$ cat src/rtl/proto_tx_arbiter.sv
// proto_tx_arbiter
// Round-robin arbiter plus serial transaction sequencer for one shared link.
// A granted requester's word is sent as a start bit followed by the data,
// MSB first. The block then waits a bounded time for rx_ack and reports
// done or err back to that requester.
module proto_tx_arbiter #(
    parameter int N_REQ   = 4,
    parameter int DATA_W  = 8,
    parameter int TIMEOUT = 15
) (
    input  logic                      clk,
    input  logic                      rstn,
    input  logic [N_REQ-1:0]          req,
    input  logic [N_REQ*DATA_W-1:0]   data,
    output logic [N_REQ-1:0]          gnt,
    output logic [N_REQ-1:0]          done,
    output logic [N_REQ-1:0]          err,
    output logic                      tx_out,
    input  logic                      rx_ack,
    output logic                      busy
);

    localparam int IDX_W  = $clog2(N_REQ);
    localparam int BIT_W  = $clog2(DATA_W + 1);
    localparam int WAIT_W = $clog2(TIMEOUT + 1);

    // Last SEND slot (slot 0 is the start bit) and last WAIT count before timeout.
    localparam logic [BIT_W-1:0]  LAST_BIT  = BIT_W'(DATA_W);
    localparam logic [WAIT_W-1:0] LAST_WAIT = WAIT_W'(TIMEOUT - 1);

    typedef enum logic [1:0] {
        S_IDLE = 2'd0,
        S_SEND = 2'd1,
        S_WAIT = 2'd2,
        S_DONE = 2'd3
    } state_t;

    state_t              r_state;
    state_t              w_next_state;
    logic [BIT_W-1:0]    r_bit_cnt;
    logic [WAIT_W-1:0]   r_wait_cnt;
    logic [IDX_W-1:0]    r_winner;
    logic [IDX_W-1:0]    r_ptr;
    logic [DATA_W-1:0]   r_shift;
    logic                r_ack_ok;

    logic                w_any;
    int                  w_win_idx;
    logic [IDX_W-1:0]    w_winner;

    // Round-robin search: the requester at the smallest offset from r_ptr wins.
    always_comb begin
        w_any     = 1'b0;
        w_win_idx = 0;
        // Walking downward means the last hit, which is the smallest offset, is kept.
        for (int i = N_REQ - 1; i >= 0; i--) begin
            if (req[(int'(r_ptr) + i) % N_REQ]) begin
                w_any     = 1'b1;
                w_win_idx = (int'(r_ptr) + i) % N_REQ;
            end
        end
    end

    assign w_winner = IDX_W'(w_win_idx);
    assign busy     = (r_state != S_IDLE);

    // State register.
    always_ff @(posedge clk or negedge rstn) begin
        // NOTE: sequential state uses non-blocking assignments so every register
        // samples the values from before the edge, whatever order the statements are in.
        if (!rstn) begin
            r_state <= S_IDLE;
        end else begin
            r_state <= w_next_state;
        end
    end

    // Next-state logic and per-state outputs.
    always_comb begin
        // NOTE: every output gets a default before the case, so no path leaves
        // one unassigned and no latch is inferred.
        w_next_state = r_state;
        gnt          = '0;
        done         = '0;
        err          = '0;
        tx_out       = 1'b0;
        case (r_state)
            S_IDLE: begin
                // Grant is gated by rstn so that asserting reset drops it at once.
                if (w_any && rstn) begin
                    gnt[w_winner] = 1'b1;
                    w_next_state  = S_SEND;
                end
            end
            S_SEND: begin
                tx_out = (r_bit_cnt == '0) ? 1'b1 : r_shift[DATA_W-1];
                if (r_bit_cnt == LAST_BIT) begin
                    w_next_state = S_WAIT;
                end
            end
            S_WAIT: begin
                if (rx_ack || (r_wait_cnt == LAST_WAIT)) begin
                    w_next_state = S_DONE;
                end
            end
            S_DONE: begin
                done[r_winner] = r_ack_ok;
                err[r_winner]  = ~r_ack_ok;
                w_next_state   = S_IDLE;
            end
            default: begin
                w_next_state = S_IDLE;
            end
        endcase
    end

    // Datapath: latch the winner, shift data out, count wait cycles, move the pointer.
    always_ff @(posedge clk or negedge rstn) begin
        // NOTE: the latched data word is cleared on reset along with the control
        // registers, so nothing left over from an aborted transaction stays visible.
        if (!rstn) begin
            r_bit_cnt  <= '0;
            r_wait_cnt <= '0;
            r_winner   <= '0;
            r_ptr      <= '0;
            r_shift    <= '0;
            r_ack_ok   <= 1'b0;
        end else begin
            case (r_state)
                S_IDLE: begin
                    if (w_any) begin
                        r_shift   <= data[w_win_idx*DATA_W +: DATA_W];
                        r_winner  <= w_winner;
                        r_bit_cnt <= '0;
                    end
                end
                S_SEND: begin
                    // The start-bit slot leaves the word in place so its MSB is next.
                    if (r_bit_cnt != '0) begin
                        r_shift <= r_shift << 1;
                    end
                    if (r_bit_cnt == LAST_BIT) begin
                        r_bit_cnt  <= '0;
                        r_wait_cnt <= '0;
                    end else begin
                        r_bit_cnt <= r_bit_cnt + 1'b1;
                    end
                end
                S_WAIT: begin
                    // An ack in the final allowed cycle still counts as success.
                    if (rx_ack) begin
                        r_ack_ok <= 1'b1;
                    end else if (r_wait_cnt == LAST_WAIT) begin
                        r_ack_ok <= 1'b0;
                    end else begin
                        r_wait_cnt <= r_wait_cnt + 1'b1;
                    end
                end
                S_DONE: begin
                    r_ptr      <= IDX_W'((int'(r_winner) + 1) % N_REQ);
                    r_wait_cnt <= '0;
                end
                default: begin
                    r_bit_cnt  <= '0;
                    r_wait_cnt <= '0;
                end
            endcase
        end
    end

endmodule
$ cat config.mk
export PLATFORM = sky130hd
export DESIGN_NAME = proto_tx_arbiter
export DESIGN_NICKNAME = d
export VERILOG_FILES = /design/src/rtl/proto_tx_arbiter.sv
export SDC_FILE = /design/constraint.sdc
export NUM_CORES = 1
export LEC_CHECK = 0
export CAP_MARGIN = 10
export CORE_AREA = 8 8 67 83
export CTS_BUF_LIST = sky130_fd_sc_hd__clkbuf_16
export DETAILED_ROUTE_END_ITERATION = 10
export DIE_AREA = 0 0 75 91
export GPL_ROUTABILITY_DRIVEN = 0
export PLACE_DENSITY_LB_ADDON = 0.08
export SKIP_CTS_REPAIR_TIMING = 1
export SLEW_MARGIN = 25
export SYNTH_ARGS = -nofsm -noshare
export SYNTH_HDL_FRONTEND = slang
export SYNTH_SLANG_ARGS = --single-unit
export TNS_END_PERCENT = 1
$ cat constraint.sdc
create_clock -name clk -period 2 [get_ports clk]
set_clock_uncertainty 0.15 [all_clocks]
set_input_delay 0.5 -clock clk [delete_from_list [all_inputs] [get_ports clk]]
set_output_delay 0.5 -clock clk [all_outputs]
set_load 0.005 [all_outputs]
==> flow_summary.ini <==
[outcome]
status = complete, but fails checks
violations = setup timing

[synth]
ys_top_cells_by_area = dfrtp_1 33%, ha_1 9.3%, mux2_2 9.0%
syn_area_per_cell_um2 = 8.79
yosys.cell_types.count = 38
synth.top_cell.area_share_pct = 32.7
syn_nets = 252
yosys_warnings = 0
synth_area_um2 = 1760
ys_ff_latch = 23
synth_largest_area_cell = dfrtp_1
netlist_instances = 200
seq_area_frac_synth_pct = 32.7

[die]
die_h_um = 91
dieArea_um2 = 6830
chipWidth_um = 75
num_io_pins = 53
start_util_pct = 41.0
core_um2 = 4290
num_rows = 27

[sta]
relSlewSlack_pct = 78.1
fin_crit_sh_pct = 113
period_needed_ps = 2260
drv_slew = 0
hold_viol_final = 0
fin_ws_ps = -256
tightest_slew_ps = 326
rsz0062_at_grt = yes
fmax_mhz = 443
holdWs_ps = 242
setup_violations = 10

[worst_setup_path]
start_kind = flip-flop
timing.rr.start = r_ptr[0]
cp-end-kind = output pin
required_ps = 1350
path_class = flip-flop to output pin
critPathLaunch = r_ptr[0]
crit_fanout = 3
cp-endpoint = gnt[0]
reg2reg_depth = 8
r2r_setup_slack_ps = -70
r2r-end = r_shift[0]
crit_arrival_ps = 1610

[power_and_ir_drop]
vdd_drop_max_mv = 0.572
intPower_w = 0.00204
seq_power_share_pct = 22.7
p_leak_nw = 1.37
pwr_density_cell_nw_per_um2 = 1230
swShare_pct = 40.5
p_clk_share_pct = 12.9
p_comb_share_pct = 64.4
p_sw_w = 0.00139

[clock_network]
htree_levels = 1
cts.sinks = 23
cts_buffers = 3
cts_tree = yes
cts_buffer_depth = 2
cts-root-buf = clkbuf_16
clk_pin_slew_worst_paths_ps = 60
clk_latency_ps = 260

[global_routing]
grt_max_degree = 25
grt_use_total_pct = 15.4
grt_pass1_vias = 1921
grt_pass1_wl_um = 8670
grt-ovfl-total = 0
antenna_found_initial = 0

[detailed_routing]
drt-initial-drc-count = 64
viasPerCell = 5.28
drt-wirelength-per-cell_um = 15.2
drt_wl_total_um = 5270
drc_errors = 0
num_vias = 1828
ant_nets = 0
first_pass_iters = 4

[layout]
multi_input_area_um2 = 1220
antenna_cells = 0
nets = 341
layout_commonest_cell = buf_4
syn_to_final_growth_pct = 58.2
finalNonFillerCells = 346
ff_latch_area_um2 = 577
fillers = 396
layout_common_cells = 37 x buf_4, 33 x clkdlybuf4s50_1, 23 x nand2_1
drive_above_1_share_pct = 34.0

[run]
cap_viol_max_count = 0

[placement]
io_buffers = 52
dpl.hpwl_um = 3930
place_inst = 337

[worst_hold_path]
hold_path.class = input port to async pin
## synth_stat cells
| library cell | instances |
|---|---|
| buf_6 | 2 |
| o221ai_1 | 6 |
| o22ai_1 | 7 |
| nand4_1 | 3 |
| o311ai_1 | 7 |
| a22oi_1 | 1 |
| a31oi_1 | 1 |
| a21oi_1 | 6 |
| nand3b_1 | 1 |
| and2_1 | 10 |
| nor2b_1 | 2 |
| buf_4 | 1 |
| o22a_1 | 1 |
| dfrtp_1 | 23 |
| and2b_1 | 1 |
| nand2_1 | 23 |
| a22o_1 | 4 |
| mux2i_1 | 2 |
| nand2b_1 | 3 |
| a21o_1 | 1 |
| mux2_4 | 1 |
| nor2_2 | 1 |
| a211o_1 | 1 |
| and3_1 | 7 |
| ha_1 | 13 |
| nor4_1 | 1 |
| o21ai_0 | 9 |
| nor3b_1 | 1 |
| inv_1 | 12 |
| mux2_2 | 14 |
| o41ai_2 | 1 |
| clkbuf_1 | 5 |
| o31ai_1 | 1 |
| nor3_1 | 3 |
| a211oi_2 | 1 |
| nor2_1 | 17 |
| nand3_1 | 6 |
| clkinv_1 | 1 |
## logic make-up after synthesis
kind of cell / Yosys count / synth area share [%]
mux: 17 / 11.0
compound gates: 47 / 19.5
fa+ha+maj: 13 / 9.25
buf+inv: 21 / 5.55
flops: 23 / 32.7
simple gates: 79 / 22.0
## power by group through the flow
stage | clock network, W | logic, W | registers (W)
floorplan | 0 | 0.00116 | 0.000760
global placement | 0 | 0.00198 | 0.000776
detailed placement | 0 | 0.00200 | 0.000780
CTS | 0.000456 | 0.00202 | 0.000772
global route | 0.000464 | 0.00245 | 0.000809
finish | 0.000442 | 0.00221 | 0.000779
## critical path, stage by stage (launching register included)
cell and delay [ps]:
dfrtp_1 380, nand2b_4 150, and2b_1 160, o22a_2 250, buf_6 120, nor3_2 150, buf_2 130
## per-layer routing
layer,up-vias,routed length [um],global-route usage (%)
met4,0,55,4.75
met1,870,2250,18.1
met2,50,2660,26.8
li1,902,-,-
met3,6,306,2.97
met5,-,0,0
## how the worst min path moves through the flow
stage               slack, ps    endpoint  startpoint  cells past startpoint
finish                    240  r_shift[2]        rstn                      2
global route              270  r_shift[2]        rstn                      2
CTS                       360  r_shift[7]  r_shift[7]                      2
detailed placement        350  r_shift[7]  r_shift[7]                      2
global placement          350  r_shift[7]  r_shift[7]                      2
floorplan                  50    r_ack_ok        rstn                      0
## sequential cells by signal (all words and copies together), names as in the netlist
register / flops
r_winner: 2
r_state: 2
r_ptr: 2
r_wait_cnt: 4
r_ack_ok: 1
r_shift: 8
r_bit_cnt: 4
## per-stage QoR
stage	setup WS (ps)	TNS [ps]	utilization [%]	cell area [um2]	power (W)
2_1_floorplan	-9.49	-11.2	-	1760	0.00192
3_3_place_gp	-869	-11960	59.9	2570	0.00276
3_5_place_dp	-892	-12050	59.9	2570	0.00278
4_1_cts	-899	-11060	61.8	2650	0.00325
5_1_grt	-331	-2020	64.8	2780	0.00372
6_report	-256	-901	64.8	2780	0.00343
## cell type report
cell class,instances,share of cell area [%]
Timing Repair Buffer,92,28.3
Clock inverter,1,0.180
Inverter,13,1.75
Clock buffer,3,2.70
Multi-Input combinational cell,156,43.8
Tap cell,58,2.61
Sequential cell,23,20.7
Power figures use the tool's default switching activity.
==> RTL change: new RTL, same flow settings <==
One comparison of `r_wait_cnt` changes from == to >=.
--- a/src/rtl/proto_tx_arbiter.sv
+++ b/src/rtl/proto_tx_arbiter.sv
@@ -150,7 +150,7 @@
                     // An ack in the final allowed cycle still counts as success.
                     if (rx_ack) begin
                         r_ack_ok <= 1'b1;
-                    end else if (r_wait_cnt == LAST_WAIT) begin
+                    end else if (r_wait_cnt >= LAST_WAIT) begin
                         r_ack_ok <= 1'b0;
                     end else begin
                         r_wait_cnt <= r_wait_cnt + 1'b1;
Behaviour: same outputs for any inputs over 4 cycles, from zero or initial values and one cycle with rstn low; that may be too few to reach the edited logic, so the function may still have changed.
==> RTL change against the original RTL <==
The flow still finishes with violations (negative setup slack); routed wire length grew 2.8%; cell area grew 5.4%; sequential cell count is the same; setup slack gained 0.015 ns; total power grew 9.0%; synthesized area grew 4.1%; fmax grew 0.68%; final cell count grew 0.58%; largest cell class unchanged.
==> RTL change: results (changes against the original RTL) <==
OUTCOME='finished, violations left'  # unchanged
VIOLATIONS='negative setup slack'  # unchanged
AREA_GROWTH_PCT=60.1  # was 58.2%
VIAS_IN_THE_FIRST_GLOBAL_ROUTE=1896  # was 1921
BUFFERS_OUTSIDE_THE_CLOCK_CLASS=94  # was 92
TOTAL_LEAKAGE_POWER_nW=1.33  # was 1.37 nW
SEQCELLAREA_UM2=576  # was 577 um^2
HPWL_MM=4.11  # was 3.93 mm
R2R_SLACK_NS=-0.10  # was -0.07 ns
SYNTHESIS.INSTANCES=201  # was 200
SEQUENTIALPOWERSHARE=0.214  # was 0.227
SYN_NETS=253  # was 252
TIMING.RR.END='r_shift[4]'  # was r_shift[0]
VDD_IR_DROP_MAX_uV=813  # was 572 uV
CLOCK_TREE_AREA_FRACTION=0.0273  # was 0.0288
NUM-MULTI-INPUT-GATES=158  # was 156
DETAIL_ROUTE.WIRELENGTH_MM=5.42  # was 5.27 mm
PLACED_CELL_AREA_MM2=0.00270  # was 0.00257 mm^2
WIRELENGTH_MET1_MM=2.31  # was 2.25 mm
CP_MAX_FO=5  # was 3
WL_MET2_MM=2.78  # was 2.66 mm
CRITPATHMAXSTAGEDELAY_NS=0.42  # was 0.38 ns
TIMING.CRITICAL_PATH.ARRIVAL_NS=1.59  # was 1.61 ns
SETUP_WS_POST_LAYOUT_NS=-0.241  # was -0.256 ns
NFILLCELLS=358  # was 396
FINAL_SETUP_VIO_COUNT=11  # was 10
PLACE_WS_NS=-1.07  # was -0.892 ns
DR_WL_MET3_UM=280  # was 306 um
DETAIL_ROUTE.ITER0.VIOLATIONS=48  # was 64
GROUTE.USAGE.OVERALL=0.158  # was 0.154
RR_STARTPOINT='r_ptr[1]'  # was r_ptr[0]
SYNTHDISTINCTLIBCELLS=43  # was 38
POWER_DENSITY_mW_PER_MM2=1270  # was 1230 mW/mm^2
SETUP-TNS-FINAL_NS=-1.10  # was -0.901 ns
GRT_PASS1_WL_MM=8.81  # was 8.67 mm
==> RTL change: cell count changes after synthesis, moves of 6 or more <==
cell,delta
o21a_1,+14
mux2_2,-11
nor2_1,-9
a2111oi_0,+7
o311ai_1,-7
o21ai_0,+6
o22ai_1,-6
==> RTL change: layer usage <==
layer / global-route usage / vias up
met2: 0.276 / 58
met4: 0.0393 / 0
met1: 0.188 / 862
met5: 0 / -
li1: - / 919
met3: 0.0297 / 6
==> RTL change: cell families (layout without fill, tap and decap cells) <==
kind of cell	count (synthesis)	in the layout	synth area share
compound gates	67	67	0.293
fa+ha+maj	13	13	0.0889
buf+inv	20	109	0.0574
flops	23	23	0.314
mux	8	8	0.0458
simple gates	70	70	0.200
==> RTL change: how the worst max path moves through the flow <==
stage	cells past startpoint	slack, ns	end
after floorplan	5	-0.04	gnt[2]
after global placement	6	-1.07	gnt[2]
after detailed placement	6	-1.07	gnt[2]
after CTS	6	-1.07	gnt[2]
after global routing	5	-0.34	gnt[2]
final	5	-0.24	gnt[2]
